`src/rtl/uart_rx_pkg.sv`:
```
// Shared types for the UART receiver: FSM state encoding, FIFO entry layout and the prescale floor.
// The UART_RX_BREAK_DET_EN build option lives in uart_rx_fifo_core; nothing here depends on it.
package uart_rx_pkg;

  localparam int MIN_PRESCALE = 8;
  localparam int MAX_DWIDTH   = 9;

  typedef enum logic [2:0] {
    IDLE,
    START,
    DATA,
    PARITY,
    STOP,
    STOP2,
    BREAK
  } rx_state_e;

  typedef struct packed {
    logic [MAX_DWIDTH-1:0] data;
    logic                  par_err;
    logic                  frm_err;
  } rx_entry_t;

  function automatic logic majority3(input logic a, input logic b, input logic c);
    return (a & b) | (a & c) | (b & c);
  endfunction

endpackage

```
`src/rtl/uart_rx_fifo.sv`:
```
// Synchronous FIFO holding received frames. The head entry is read straight from storage,
// and the occupancy count is registered, so "not empty" is a clean flag.
module uart_rx_fifo #(
  parameter int WIDTH = 10,
  parameter int DEPTH = 4
) (
  input  logic             clk,
  input  logic             rst,
  input  logic             push,
  input  logic [WIDTH-1:0] wr_data,
  input  logic             pop,
  output logic [WIDTH-1:0] rd_data,
  output logic             full,
  output logic             empty
);

  localparam int AW = $clog2(DEPTH);

  logic [WIDTH-1:0] mem_q [DEPTH];
  logic [WIDTH-1:0] mem_d [DEPTH];
  logic [AW-1:0]    wr_ptr_q, wr_ptr_d;
  logic [AW-1:0]    rd_ptr_q, rd_ptr_d;
  logic [AW:0]      count_q, count_d;
  logic             pop_ok, push_ok;

  assign full    = (count_q == (AW+1)'(DEPTH));
  assign empty   = (count_q == '0);
  assign rd_data = mem_q[rd_ptr_q];

  // A pop in the same cycle frees a slot, so a push into a full FIFO can still land.
  assign pop_ok  = pop && !empty;
  assign push_ok = push && (!full || pop_ok);

  always_comb begin
    mem_d    = mem_q;
    wr_ptr_d = wr_ptr_q;
    rd_ptr_d = rd_ptr_q;
    count_d  = count_q;
    if (push_ok) begin
      mem_d[wr_ptr_q] = wr_data;
      wr_ptr_d        = wr_ptr_q + 1'b1;
    end
    if (pop_ok) begin
      rd_ptr_d = rd_ptr_q + 1'b1;
    end
    case ({push_ok, pop_ok})
      2'b10:   count_d = count_q + 1'b1;
      2'b01:   count_d = count_q - 1'b1;
      default: count_d = count_q;
    endcase
  end

  always_ff @(posedge clk) begin
    if (rst) begin
      for (int i = 0; i < DEPTH; i++) mem_q[i] <= '0;
      wr_ptr_q <= '0;
      rd_ptr_q <= '0;
      count_q  <= '0;
    end else begin
      mem_q    <= mem_d;
      wr_ptr_q <= wr_ptr_d;
      rd_ptr_q <= rd_ptr_d;
      count_q  <= count_d;
    end
  end

endmodule

```
`src/rtl/uart_rx_fifo_core.sv`:
```
// Oversampling UART receiver with 3-sample majority voting, parity/framing flags and an RX FIFO.
// Define UART_RX_BREAK_DET_EN to add brk_det_rx and hold the FSM in BREAK until the line idles.
module uart_rx_fifo_core
  import uart_rx_pkg::*;
#(
  parameter int DWIDTH = 8,
  parameter int PWIDTH = 6,
  parameter int FDEPTH = 4
) (
  input  logic              clk,
  input  logic              rst,
  input  logic              s_data_rx,
  input  logic              parity_en_rx,
  input  logic              parity_type_rx,
  input  logic              stop2_rx,
  input  logic [PWIDTH-1:0] prescale_rx,
  output logic [DWIDTH-1:0] p_data_rx,
  output logic              par_err_rx,
  output logic              frm_err_rx,
  output logic              data_valid_rx,
  input  logic              data_ready_rx,
  output logic              overrun_rx,
  input  logic              overrun_clr_rx,
  output logic              busy_rx,
`ifdef UART_RX_BREAK_DET_EN
  output logic              brk_det_rx,
`endif
  output rx_state_e         state_dbg_rx
);

  localparam int BW = $clog2(DWIDTH);

  // Output handshake: a frame leaves the FIFO on a clock where data_valid_rx && data_ready_rx.
  logic              sync1_q, sync2_q, rxs;
  rx_state_e         state_q, state_d;
  logic [PWIDTH-1:0] cnt_q, cnt_d, prescale_q, prescale_d, half, p_in;
  logic [BW-1:0]     bit_idx_q, bit_idx_d;
  logic [DWIDTH-1:0] shift_q, shift_d;
  logic              s0_q, s0_d, s1_q, s1_d;
  logic              par_en_q, par_en_d, par_type_q, par_type_d, stop2_q, stop2_d;
  logic              par_err_q, par_err_d, frm_err_q, frm_err_d;
  logic              busy_q, busy_d, push_q, push_d, overrun_q, overrun_d;
  logic [DWIDTH+1:0] push_word_q, push_word_d;
  logic              tap_lo, tap_mid, tap_hi, bit_end, maj;
  logic              fifo_full, fifo_empty, fifo_pop;
`ifdef UART_RX_BREAK_DET_EN
  logic              par_bit_q, par_bit_d, brk_q, brk_d, is_break;
`endif

  assign rxs     = sync2_q;
  assign p_in    = (prescale_rx < PWIDTH'(MIN_PRESCALE)) ? PWIDTH'(MIN_PRESCALE) : prescale_rx;
  assign half    = prescale_q >> 1;
  assign tap_lo  = (cnt_q == half - PWIDTH'(1));
  assign tap_mid = (cnt_q == half);
  assign tap_hi  = (cnt_q == half + PWIDTH'(1));
  assign bit_end = (cnt_q == prescale_q - PWIDTH'(1));
  assign maj     = majority3(s0_q, s1_q, rxs);
`ifdef UART_RX_BREAK_DET_EN
  assign is_break = (shift_q == '0) && !(par_en_q && par_bit_q) && !maj;
`endif

  always_comb begin
    state_d     = state_q;
    cnt_d       = cnt_q;
    bit_idx_d   = bit_idx_q;
    shift_d     = shift_q;
    s0_d        = s0_q;
    s1_d        = s1_q;
    par_en_d    = par_en_q;
    par_type_d  = par_type_q;
    stop2_d     = stop2_q;
    prescale_d  = prescale_q;
    par_err_d   = par_err_q;
    frm_err_d   = frm_err_q;
    push_d      = 1'b0;
    push_word_d = push_word_q;
`ifdef UART_RX_BREAK_DET_EN
    par_bit_d   = par_bit_q;
    brk_d       = 1'b0;
`endif
    if (state_q != IDLE) begin
      cnt_d = bit_end ? '0 : cnt_q + 1'b1;
      if (tap_lo)  s0_d = rxs;
      if (tap_mid) s1_d = rxs;
    end
    case (state_q)
      IDLE: if (!rxs) begin
        state_d    = START;
        cnt_d      = '0;
        prescale_d = p_in;
        par_en_d   = parity_en_rx;
        par_type_d = parity_type_rx;
        stop2_d    = stop2_rx;
        par_err_d  = 1'b0;
        frm_err_d  = 1'b0;
        bit_idx_d  = '0;
`ifdef UART_RX_BREAK_DET_EN
        par_bit_d  = 1'b0;
`endif
      end
      START: begin
        if (tap_hi && maj)  state_d = IDLE;
        else if (bit_end) begin
          state_d   = DATA;
          bit_idx_d = '0;
        end
      end
      DATA: begin
        if (tap_hi) shift_d = {maj, shift_q[DWIDTH-1:1]};
        if (bit_end) begin
          if (bit_idx_q == BW'(DWIDTH - 1)) state_d = par_en_q ? PARITY : STOP;
          else bit_idx_d = bit_idx_q + 1'b1;
        end
      end
      PARITY: begin
        if (tap_hi) begin
          par_err_d = (((^shift_q) ^ maj) != par_type_q);
`ifdef UART_RX_BREAK_DET_EN
          par_bit_d = maj;
`endif
        end
        if (bit_end) state_d = STOP;
      end
      // The final stop decision returns to IDLE mid-bit so a back-to-back start edge is caught.
      STOP: begin
        if (tap_hi) begin
`ifdef UART_RX_BREAK_DET_EN
          if (is_break) begin
            state_d = BREAK;
            brk_d   = 1'b1;
          end else
`endif
          if (stop2_q) frm_err_d = frm_err_q | ~maj;
          else begin
            push_d      = 1'b1;
            push_word_d = {shift_q, par_err_q, frm_err_q | ~maj};
            state_d     = IDLE;
          end
        end else if (bit_end && stop2_q) begin
          state_d = STOP2;
        end
      end
      STOP2: if (tap_hi) begin
        push_d      = 1'b1;
        push_word_d = {shift_q, par_err_q, frm_err_q | ~maj};
        state_d     = IDLE;
      end
      BREAK:   if (rxs) state_d = IDLE;
      default: state_d = IDLE;
    endcase
    busy_d = (state_d != IDLE);
  end

  always_ff @(posedge clk) begin
    if (rst) begin
      state_q     <= IDLE;
      cnt_q       <= '0;
      bit_idx_q   <= '0;
      shift_q     <= '0;
      s0_q        <= 1'b1;
      s1_q        <= 1'b1;
      par_en_q    <= 1'b0;
      par_type_q  <= 1'b0;
      stop2_q     <= 1'b0;
      prescale_q  <= PWIDTH'(MIN_PRESCALE);
      par_err_q   <= 1'b0;
      frm_err_q   <= 1'b0;
      busy_q      <= 1'b0;
      push_q      <= 1'b0;
      push_word_q <= '0;
`ifdef UART_RX_BREAK_DET_EN
      par_bit_q   <= 1'b0;
      brk_q       <= 1'b0;
`endif
    end else begin
      state_q     <= state_d;
      cnt_q       <= cnt_d;
      bit_idx_q   <= bit_idx_d;
      shift_q     <= shift_d;
      s0_q        <= s0_d;
      s1_q        <= s1_d;
      par_en_q    <= par_en_d;
      par_type_q  <= par_type_d;
      stop2_q     <= stop2_d;
      prescale_q  <= prescale_d;
      par_err_q   <= par_err_d;
      frm_err_q   <= frm_err_d;
      busy_q      <= busy_d;
      push_q      <= push_d;
      push_word_q <= push_word_d;
`ifdef UART_RX_BREAK_DET_EN
      par_bit_q   <= par_bit_d;
      brk_q       <= brk_d;
`endif
    end
  end

  assign fifo_pop  = data_valid_rx && data_ready_rx;
  assign overrun_d = (overrun_q && !overrun_clr_rx) || (push_q && fifo_full && !fifo_pop);

  always_ff @(posedge clk) begin
    if (rst) begin
      sync1_q   <= 1'b1;
      sync2_q   <= 1'b1;
      overrun_q <= 1'b0;
    end else begin
      sync1_q   <= s_data_rx;
      sync2_q   <= sync1_q;
      overrun_q <= overrun_d;
    end
  end

  uart_rx_fifo #(
    .WIDTH (DWIDTH + 2),
    .DEPTH (FDEPTH)
  ) u_fifo (
    .clk     (clk),
    .rst     (rst),
    .push    (push_q),
    .wr_data (push_word_q),
    .pop     (fifo_pop),
    .rd_data ({p_data_rx, par_err_rx, frm_err_rx}),
    .full    (fifo_full),
    .empty   (fifo_empty)
  );

  assign data_valid_rx = !fifo_empty;
  assign overrun_rx    = overrun_q;
  assign busy_rx       = busy_q;
  assign state_dbg_rx  = state_q;
`ifdef UART_RX_BREAK_DET_EN
  assign brk_det_rx    = brk_q;
`endif

endmodule

```
`config.mk`:
```
export PLATFORM = sky130hd
export DESIGN_NAME = uart_rx_fifo_core
export DESIGN_NICKNAME = d
export VERILOG_FILES = /design/src/rtl/uart_rx_pkg.sv /design/src/rtl/uart_rx_fifo.sv /design/src/rtl/uart_rx_fifo_core.sv
export SDC_FILE = /design/constraint.sdc
export NUM_CORES = 1
export LEC_CHECK = 0
export CELL_PAD_IN_SITES_DETAIL_PLACEMENT = 0
export CELL_PAD_IN_SITES_GLOBAL_PLACEMENT = 1
export CORE_MARGIN = 5
export CORE_UTILIZATION = 42
export CTS_BUF_LIST = sky130_fd_sc_hd__clkbuf_4
export DETAILED_ROUTE_END_ITERATION = 7
export PLACE_DENSITY = 0.88
export SLEW_MARGIN = 40
export SYNTH_ARGS = -nofsm -noshare
export SYNTH_HDL_FRONTEND = slang
export SYNTH_SLANG_ARGS = --single-unit
```
`constraint.sdc`:
```
create_clock -name clk -period 2.85 [get_ports clk]
set_input_delay 0.57 -clock clk [delete_from_list [all_inputs] [get_ports clk]]
set_output_delay 0.57 -clock clk [all_outputs]
set_load 0.1 [all_outputs]
```
==> impl_results.md, run 1 <==
* Run status: finished clean
* Worst-case setup margin in the final layout at 278 ps
* Synthesized flop and latch total at 95
* Number of buffers inserted to repair setup after CTS at 0
* Number of clock buffers inserted by TritonCTS at 9
* Sum of internal, switching and leakage power at approximately 2.2 mW
* Capture endpoint of the worst hold path: rxs$_SDFF_PP1_
* Remaining design rule violation count at 0
* DIE WIDTH at between 100 and 150 um
* Share of synthesized area occupied by flip-flops and latches at ~40%
* Number of nets with antenna violations after detailed routing at 0
* Capture instance of the worst register-to-register path: bit_idx_q[0]$_SDFFE_PP0P_
* Top_reg_cell synth: sky130_fd_sc_hd__dfxtp_1
* Largest fanout of any net on the critical path at 5
* Synth-to-layout area growth at 10.4%
* Critical path startpoint category: flip-flop
* Pin slew with the least headroom to its limit at 726 ps
* Source-to-sink clock delay at the later pin of the worst-skew pair at 470 ps
* Initial Util at 42.8%
* CTS tree: done
* Register clock-pin slew on the reported worst setup and hold paths at approximately 140 ps
* Sequence of cells on the critical path: inv_1 > ha_1 > a21boi_1 > xnor2_1 > nand4_1 > or3_1 > o22a_1 > or4_1 > a21oi_1
* Worst Skew at 28.6 ps
* Total via count in the routed design at roughly 3800
* Total count of hold-check failures in the final report at 0
* Maximum level of the CTS H-tree at 3
* Final WL at between 10 and 15 mm
* Number of maximum-capacitance violations at 0
* Number of endpoints failing setup at the final stage at 0
* DIE AREA at between 0.01 and 0.015 sq mm
* Area of the core at 0.0108 sq mm
* Number of instances in the synthesized netlist at roughly 540
* Worst setup EP type: flip-flop
* FFs w/ async S/R, synth at 0%
* Final cycle utilization of the critical path at between 90% and 100%
* Routed WL per cell at around 15 um
* Highest ir drop seen on vdd at ~210 uV
* Maximum clock insertion buffer count at 2
* Reg2Reg Setup Slack at between 200 and 300 ps
* Iteration-0 DRC Markers at 291
* Reg-to-reg critical path startpoint: prescale_q[2]$_SDFFE_PP0P_
* Master of the slowest instance on the critical path: sky130_fd_sc_hd__or4_1
* Class of the worst hold path: flip-flop to flip-flop
* Yosys warnings at 0
* Global-route wire length before repair at 17.7 mm
* Arr. time, crit path at 2950 ps
* Required time at the worst-slack endpoint at approximately 3200 ps
* Global router's overall resource usage at approximately 16%
* Kind of critical path: flip-flop to flip-flop
* Minimum hold slack at roughly 430 ps
* Fmax at between 0.3 and 0.4 GHz
* Half-perimeter wire length of the detailed placement result at 7.06 mm
* Gr ovfl total at 0
* Number of global-route vias before repair at 3610
* Clock tree sinks at 95
* Root Driver: sky130_fd_sc_hd__clkbuf_4
* RSZ-0062 raised after global routing: no
* Chip Height at 115 um
* Hold Path Cell Cnt at 1
* Number of enable flip-flop cells after synthesis at 0
* Initial antenna violation count at 1
* Number of gates given a new drive strength after cts at 0
* Leakage power at around 1.7 nW
* Number of port buffers at 29
* Syn Nets at between 500 and 600
* Setup_tns at 0 ps
* Fraction of final layout cells with drive strength greater than 1 at 10.9%
* R2R cell count at 9
* Largest net degree at the start of global routing at 71
* First-pass DRT Iterations at 4
* CTS hold repair buffers at 0
* Number of max-slew violations in the final report at 0
* RD Place Congestion at roughly 0.86
* Post-Synthesis Mean Instance Area at between 8 and 9 sq um
* Layout fillers at just over 1000
* # IOs at 30
* Finished layout cell area at ~0.0051 sq mm
* Area of the mapped netlist at roughly 0.0046 sq mm
* Power per cell area at approximately 430 mW/mm^2
* Highest cell delay on the worst timing path at 430 ps
* Netlist cell types at 50
* Vias per cell at about 5.4
* Tmin final at approximately 2600 ps
* Max-slew headroom at the worst pin at 51.6%
* Count of standard-cell rows at 38
* Final-stage net count at around 590
* Worst-case setup slack after placement at -46.3 ps
* Placement-stage cell area at between 0.004 and 0.005 sq mm
* Worst hold start: sync1_q$_SDFF_PP1_
==> through the flow <==
step	std cells	util (%)
3_5_place_dp	687	46.0
5_1_grt	703	47.2
3_3_place_gp	687	46.0
4_1_cts	702	47.2
2_1_floorplan	544	-
6_report	703	47.2
==> routing by layer <==
layer / GRT usage, % / vias to the layer above / part of all wire, %
li1: - / 1906 / -
met1: 23.3 / 1789 / 48
met2: 25.3 / 77 / 46
met3: 3.21 / 10 / 4.7
met4: 5.16 / 0 / 1.3
met5: 0 / - / 0
==> cell usage in the layout (no fill, tap or decap), types with 7 or more instances in the layout <==
cell	n
sky130_fd_sc_hd__a21oi_1	59
sky130_fd_sc_hd__buf_4	28
sky130_fd_sc_hd__mux4_2	10
sky130_fd_sc_hd__clkbuf_4	9
sky130_fd_sc_hd__nand2_1	66
sky130_fd_sc_hd__or3_1	7
sky130_fd_sc_hd__xor2_1	17
sky130_fd_sc_hd__mux2i_1	19
sky130_fd_sc_hd__nor3_1	8
sky130_fd_sc_hd__xnor2_1	18
sky130_fd_sc_hd__nand4_1	7
sky130_fd_sc_hd__inv_1	18
sky130_fd_sc_hd__dfxtp_1	95
sky130_fd_sc_hd__clkdlybuf4s50_1	12
sky130_fd_sc_hd__ha_1	12
sky130_fd_sc_hd__nor2_1	50
sky130_fd_sc_hd__o21ai_0	12
sky130_fd_sc_hd__nand3_1	50
==> synthesized netlist by cell type, types with 6 or more instances <==
| library cell | instances | area, sq um |
|---|---|---|
| sky130_fd_sc_hd__xor2_1 | 17 | 149 |
| sky130_fd_sc_hd__nand2_1 | 66 | 248 |
| sky130_fd_sc_hd__nor2b_1 | 7 | 43.8 |
| sky130_fd_sc_hd__nor3_1 | 8 | 40.0 |
| sky130_fd_sc_hd__ha_1 | 12 | 150 |
| sky130_fd_sc_hd__nand4_1 | 7 | 43.8 |
| sky130_fd_sc_hd__or3_1 | 7 | 43.8 |
| sky130_fd_sc_hd__dfxtp_1 | 95 | 1900 |
| sky130_fd_sc_hd__nand2b_1 | 6 | 37.5 |
| sky130_fd_sc_hd__mux4_2 | 10 | 225 |
| sky130_fd_sc_hd__nand3_1 | 50 | 250 |
| sky130_fd_sc_hd__xnor2_1 | 18 | 158 |
| sky130_fd_sc_hd__o21ai_0 | 12 | 60.1 |
| sky130_fd_sc_hd__inv_1 | 18 | 67.6 |
| sky130_fd_sc_hd__nor2_1 | 50 | 188 |
| sky130_fd_sc_hd__clkbuf_1 | 23 | 86.3 |
| sky130_fd_sc_hd__a21oi_1 | 59 | 295 |
| sky130_fd_sc_hd__mux2i_1 | 19 | 190 |
==> worst max-delay path, delay by kind of cell (launching register included) <==
family / cells / cell delay, ps
AO/OA/AOI/OAI: 3 / 680
XOR/XNOR: 1 / 150
adder cells (fa/ha/maj): 1 / 220
buffers and inverters: 1 / 120
flip-flops: 1 / 340
AND/OR/NAND/NOR: 3 / 980
==> worst max path at each step <==
stage                               start                              to  depth (start not counted)
2_1_floorplan               data_ready_rx  u_fifo.count_q[2]$_SDFFE_PP0P_                         11
3_3_place_gp                data_ready_rx  u_fifo.count_q[2]$_SDFFE_PP0P_                         10
3_5_place_dp                data_ready_rx  u_fifo.count_q[2]$_SDFFE_PP0P_                         10
4_1_cts        prescale_q[2]$_SDFFE_PP0P_       bit_idx_q[0]$_SDFFE_PP0P_                          9
5_1_grt        prescale_q[2]$_SDFFE_PP0P_       bit_idx_q[0]$_SDFFE_PP0P_                          9
6_report       prescale_q[2]$_SDFFE_PP0P_       bit_idx_q[0]$_SDFFE_PP0P_                          9
==> final cells by class <==
type | instances | area (sq um) | share of cell area [%]
tap | 140 | 175 | 3.44
inverter | 18 | 67.6 | 1.33
multi-input combinational | 393 | 2480 | 48.6
clock buffer | 9 | 67.6 | 1.33
sequential | 95 | 1900 | 37.3
antenna | 1 | 2.50 | 0.0491
timing repair buffer | 41 | 335 | 6.58
clock inverter | 6 | 67.6 | 1.33
==> registers in the layout, indices dropped and copies added (netlist names), 2 cells and up <==
register and cells:
u_fifo.mem_q 40, push_word_q 10, shift_q 8, cnt_q 6
prescale_q 6, bit_idx_q 3, state_dbg_rx 3, u_fifo.count_q 3
u_fifo.rd_ptr_q 2, u_fifo.wr_ptr_q 2
==> cell families (layout without fill, tap and decap cells) <==
group           count (synthesis)  in the layout  share of synthesized area, %
other cells                     0              1                             0
buf+inv                        56             74                          5.15
flops                          95             95                          41.2
xor+xnor                       35             35                          6.64
simple gates                  218            218                          22.0
compound gates                 98             98                          12.3
fa+ha+maj                      13             13                          3.69
mux                            29             29                          9.00
==> where the power goes <==
| group | internal [mW] | total (mW) | switching (mW) |
|---|---|---|---|
| Sequential | 1.34 | 1.35 | 0.0134 |
| Combinational | 0.0481 | 0.124 | 0.0763 |
| Clock | 0.267 | 0.738 | 0.471 |
Note: power is estimated with default switching activity, not from simulation.
==> inputs of run 2 (changes only) <==
--- a/config.mk
+++ b/config.mk
@@ -5,10 +5,11 @@
 export SDC_FILE = /design/constraint.sdc
 export NUM_CORES = 1
 export LEC_CHECK = 0
+export ABC_AREA = 1
 export CELL_PAD_IN_SITES_DETAIL_PLACEMENT = 0
 export CELL_PAD_IN_SITES_GLOBAL_PLACEMENT = 1
 export CORE_MARGIN = 5
-export CORE_UTILIZATION = 42
+export CORE_UTILIZATION = 40
 export CTS_BUF_LIST = sky130_fd_sc_hd__clkbuf_4
 export DETAILED_ROUTE_END_ITERATION = 7
 export PLACE_DENSITY = 0.88
==> constraint.sdc (replaced) <==
create_clock -name clk -period 2.2 [get_ports clk]
set_input_delay 0.44 -clock clk [delete_from_list [all_inputs] [get_ports clk]]
set_output_delay 0.44 -clock clk [all_outputs]
set_load 0.1 [all_outputs]
==> run 2 against run 1 <==
Clock skew is 4.7 ps lower. Clock-buffer cell count stayed put. Critical endpoint is now p_data_rx[5]. Wire length is 11% higher. Clock power is 17% higher. Synthesized cell count is 26% higher. Hold slack worse by 28 ps. Critical path depth is 5 lower. Critical path type is now flip-flop to output pin. Cell count is 24% higher. Final area is 9.9% higher. Via count is 17% higher.
==> impl_results.md, run 2 <==
* Leakage power at 2.25 nW (was 1.73 nW)
* Area of the mapped netlist at 0.00479 sq mm (was 0.00462 sq mm)
* Maximum clock insertion buffer count at 2 (unchanged)
* Number of nets with antenna violations after detailed routing at 0 (unchanged)
* RSZ-0062 raised after global routing: yes (was no)
* Vias per cell at 5.06 (was 5.38)
* Number of max-slew violations in the final report at 0 (unchanged)
* CTS hold repair buffers at 0 (unchanged)
* Iteration-0 DRC Markers at 313 (was 291)
* Yosys warnings at 0 (unchanged)
* Largest net degree at the start of global routing at 52 (was 71)
* Number of enable flip-flop cells after synthesis at 0 (unchanged)
* Source-to-sink clock delay at the later pin of the worst-skew pair at 470 ps (about the same)
* Reg-to-reg critical path startpoint: u_fifo.count_q[0]$_SDFFE_PP0P_ (was prescale_q[2]$_SDFFE_PP0P_)
* # IOs at 30 (unchanged)
* Root Driver: sky130_fd_sc_hd__clkbuf_4 (unchanged)
* Remaining design rule violation count at 0 (unchanged)
* Tmin final at between 2000 and 2500 ps
* Initial antenna violation count at 1 (unchanged)
* Max-slew headroom at the worst pin at 53.1% (was 51.6%)
* Worst hold start: rst (was sync1_q$_SDFF_PP1_)
* Clock network fraction of total power at 24.4% (was 33.4%)
* Fmax at approximately 0.46 GHz
* Number of port buffers at 29 (unchanged)
* Placement-stage cell area at 0.00540 sq mm (was 0.00496 sq mm)
* Yosys top cell by area: sky130_fd_sc_hd__dfxtp_1 (unchanged)
* Global-route wire length before repair at 19.4 mm (was 17.7 mm)
* Count of standard-cell rows at 40 (was 38)
* Number of flip-flops in the largest register at 40 (unchanged)
* Highest ir drop seen on vdd at 272 uV (was 213 uV)
* Sequence of cells on the critical path: clkinvlp_4 > o21ai_0 > o22ai_2 > buf_12 (was inv_1 > ha_1 > a21boi_1 > xnor2_1 > nand4_1 > or3_1 > o22a_1 > or4_1 > a21oi_1)
* Gr ovfl total at 0 (unchanged)
* Number of maximum-capacitance violations at 0 (unchanged)
* Portion of total power attributed to sequential cells at 50.5% (was 61.0%)
* Top_reg_cell synth: sky130_fd_sc_hd__dfxtp_1 (unchanged)
* Count leader, synth: sky130_fd_sc_hd__nand2_1 (was sky130_fd_sc_hd__dfxtp_1)
* Final WL at 11.5 mm (was 10.4 mm)
* Number of instances in the synthesized netlist at 686 (was 544)
* Routed WL per cell at 13.3 um (was 14.8 um)
* Initial Util at 40.4% (was 42.8%)
* Number of endpoints failing setup at the final stage at 0 (unchanged)
* Part of the power in combinational logic at 25.1% (was 5.6%)
* Required time at the worst-slack endpoint at 1760 ps (was 3230 ps)
* Register ranked first by flip-flop count: u_fifo.mem_q (unchanged)
* Master of the slowest instance on the critical path: sky130_fd_sc_hd__dfxtp_4 (was sky130_fd_sc_hd__or4_1)
* Class of the worst hold path: input port to flip-flop (was flip-flop to flip-flop)
* RD Place Congestion at 0.896 (was 0.857)
* Synthesized flop and latch total at 95 (unchanged)
* Combined buffer and inverter count along the critical path at 2 (was 1)
* Power spent charging and discharging nets at 1.24 mW (was 561 uW)
* Share of synthesized area occupied by flip-flops and latches at 39.7% (was 41.2%)
* CTS tree: done (unchanged)
* Most common library cell in the layout ignoring fill and taps: sky130_fd_sc_hd__nand2_1 (was sky130_fd_sc_hd__dfxtp_1)
* Critical path startpoint category: flip-flop (unchanged)
* First-pass DRT Iterations at 5 (was 4)
* Largest regs: u_fifo.mem_q: 40 flops, push_word_q: 10 flops, shift_q: 8 flops (unchanged)
* CP Launch Point: u_fifo.rd_ptr_q[0]$_SDFFE_PP0P_ (was prescale_q[2]$_SDFFE_PP0P_)
* Total via count in the routed design at 4411 (was 3782)
* Pin slew with the least headroom to its limit at 695 ps (was 726 ps)
* Post-Synthesis Mean Instance Area at 6.98 sq um (was 8.49 sq um)
* Worst setup EP type: output pin (was flip-flop)
* Run status: finished clean (unchanged)
* Highest cell delay on the worst timing path at 420 ps (was 430 ps)
* DIE WIDTH at 119 um (was 115 um)
* Leading post-synthesis cells by instance count: 141 x sky130_fd_sc_hd__nand2_1, 95 x sky130_fd_sc_hd__dfxtp_1, 78 x sky130_fd_sc_hd__a21oi_1 (was 95 x sky130_fd_sc_hd__dfxtp_1, 66 x sky130_fd_sc_hd__nand2_1, 59 x sky130_fd_sc_hd__a21oi_1)
* FFs w/ async S/R, synth at 0% (unchanged)
* Half-perimeter wire length of the detailed placement result at 8.26 mm (was 7.06 mm)
* Arr. time, crit path at 1730 ps (was 2950 ps)
* Maximum level of the CTS H-tree at 3 (unchanged)
* Number of global-route vias before repair at 4190 (was 3610)
* Worst Skew at 24.0 ps (was 28.6 ps)
* Netlist cell types at 39 (was 50)
* Fraction of final layout cells with drive strength greater than 1 at 14.9% (was 10.9%)
* Share of the synthesized area in the top cell type at 39.7% (was 41.2%)
* Chip Height at 119 um (was 115 um)
* Switching power share of the total at 35.1% (was 25.3%)
* Kind of cell adding the most delay to the critical path: compound AO/OA/AOI/OAI gates (was simple AND/OR/NAND/NOR gates)
* Worst-case setup margin in the final layout at 33.1 ps (was 278 ps)
* Worst-case setup slack after placement at -124 ps (was -46.3 ps)
* Syn Nets at 713 (was 571)
* Final-stage net count at 745 (was 585)
* Number of clock buffers inserted by TritonCTS at 9 (unchanged)
* Power per cell area at 629 mW/mm^2 (was 434 mW/mm^2)
* Global router's overall resource usage at 16.6% (was 16.4%)
* Clock tree sinks at 95 (unchanged)
* Internal Pwr Total at 2.28 mW (was 1.65 mW)
* Total count of hold-check failures in the final report at 0 (unchanged)
* DIE AREA at 0.0143 sq mm (was 0.0132 sq mm)
* Register clock-pin slew on the reported worst setup and hold paths at 160 ps (was 140 ps)
* Largest fanout of any net on the critical path at 7 (was 5)
* Synth-to-layout area growth at 17.0% (was 10.4%)
* Area of the core at 0.0119 sq mm (was 0.0108 sq mm)
* Kind of critical path: flip-flop to output pin (was flip-flop to flip-flop)
* Final cycle utilization of the critical path at 98.5%
* Finished layout cell area at 0.00560 sq mm (was 0.00510 sq mm)
* Top area cells in the synthesized netlist: sky130_fd_sc_hd__dfxtp_1 40%, sky130_fd_sc_hd__nand2_1 11%, sky130_fd_sc_hd__a21oi_1 8.2% (was sky130_fd_sc_hd__dfxtp_1 41%, sky130_fd_sc_hd__a21oi_1 6.4%, sky130_fd_sc_hd__nand3_1 5.4%)
* Commonest cells after routing, fill and taps aside: 140 x sky130_fd_sc_hd__nand2_1, 90 x sky130_fd_sc_hd__dfxtp_1, 78 x sky130_fd_sc_hd__a21oi_1 (was 95 x sky130_fd_sc_hd__dfxtp_1, 66 x sky130_fd_sc_hd__nand2_1, 59 x sky130_fd_sc_hd__a21oi_1)
run 2: worst paths after layout:
| kind | slack (ps) | cells after the start | end |
|---|---|---|---|
| worst max-delay path | 30 | 4 | p_data_rx[5] |
| worst min-delay path | 400 | 3 | prescale_q[3]$_SDFFE_PP1P_ |
| worst max register to register | 190 | 12 | u_fifo.count_q[2]$_SDFFE_PP0P_ |
| worst min register to register | 440 | 1 | rxs$_SDFF_PP1_ |
run 2: layer usage:
metal  track usage (%)  share of wire, %
met1              22.5                48
met2              25.6                46
met3              4.42               5.1
met4              5.44               1.0
met5                 0                 0
run 2: cells by family after synthesis:
logic type | share of synthesized area (%)
flip-flops | 39.7
XOR/XNOR | 3.11
AND/OR/NAND/NOR | 26.4
buffers and inverters | 9.04
adder cells (fa/ha/maj) | 3.55
AO/OA/AOI/OAI | 18.2
run 2: power groups by stage:
stage	Sequential, mW	Clock [mW]	Combinational [mW]
after global placement	1.81	0	0.843
after CTS	1.78	0.890	0.873
after floorplan	1.81	0	0.568
after global routing	1.78	0.947	0.938
final	1.78	0.860	0.882
after detailed placement	1.81	0	0.856
run 2: metrics by stage:
step           setup TNS (ps)  total power [mW]  cells  utilization, %  hold slack (ps)
2_1_floorplan            -175              2.38    686               -              389
3_3_place_gp            -46.8              2.65    849            45.5              399
3_5_place_dp             -135              2.66    849            45.5              400
4_1_cts                     0              3.54    868            46.8              375
5_1_grt                  -178              3.67    871            47.2              398
6_report                    0              3.52    871            47.2              399
run 2: final cells by class:
type / instances / area (sq um)
Fill cell: 1180 / 6260
Multi-Input combinational cell: 485 / 2540
Sequential cell: 95 / 1910
Timing Repair Buffer: 48 / 533
Inverter: 78 / 305
Tap cell: 147 / 184
Clock buffer: 9 / 67.6
Clock inverter: 7 / 46.3
Timing Repair inverter: 1 / 7.51
Antenna cell: 1 / 2.50
run 2: worst min-delay path: stages:
cell	delay [ps]
sky130_fd_sc_hd__buf_2	90
sky130_fd_sc_hd__inv_1	160
sky130_fd_sc_hd__o211ai_1	140
run 2: timing repair:
item,in CTS,in global routing
gates cloned,1,0
gates resized for setup,9,15
setup endpoints to repair,10,26
pin swaps,0,1
setup buffers,2,2
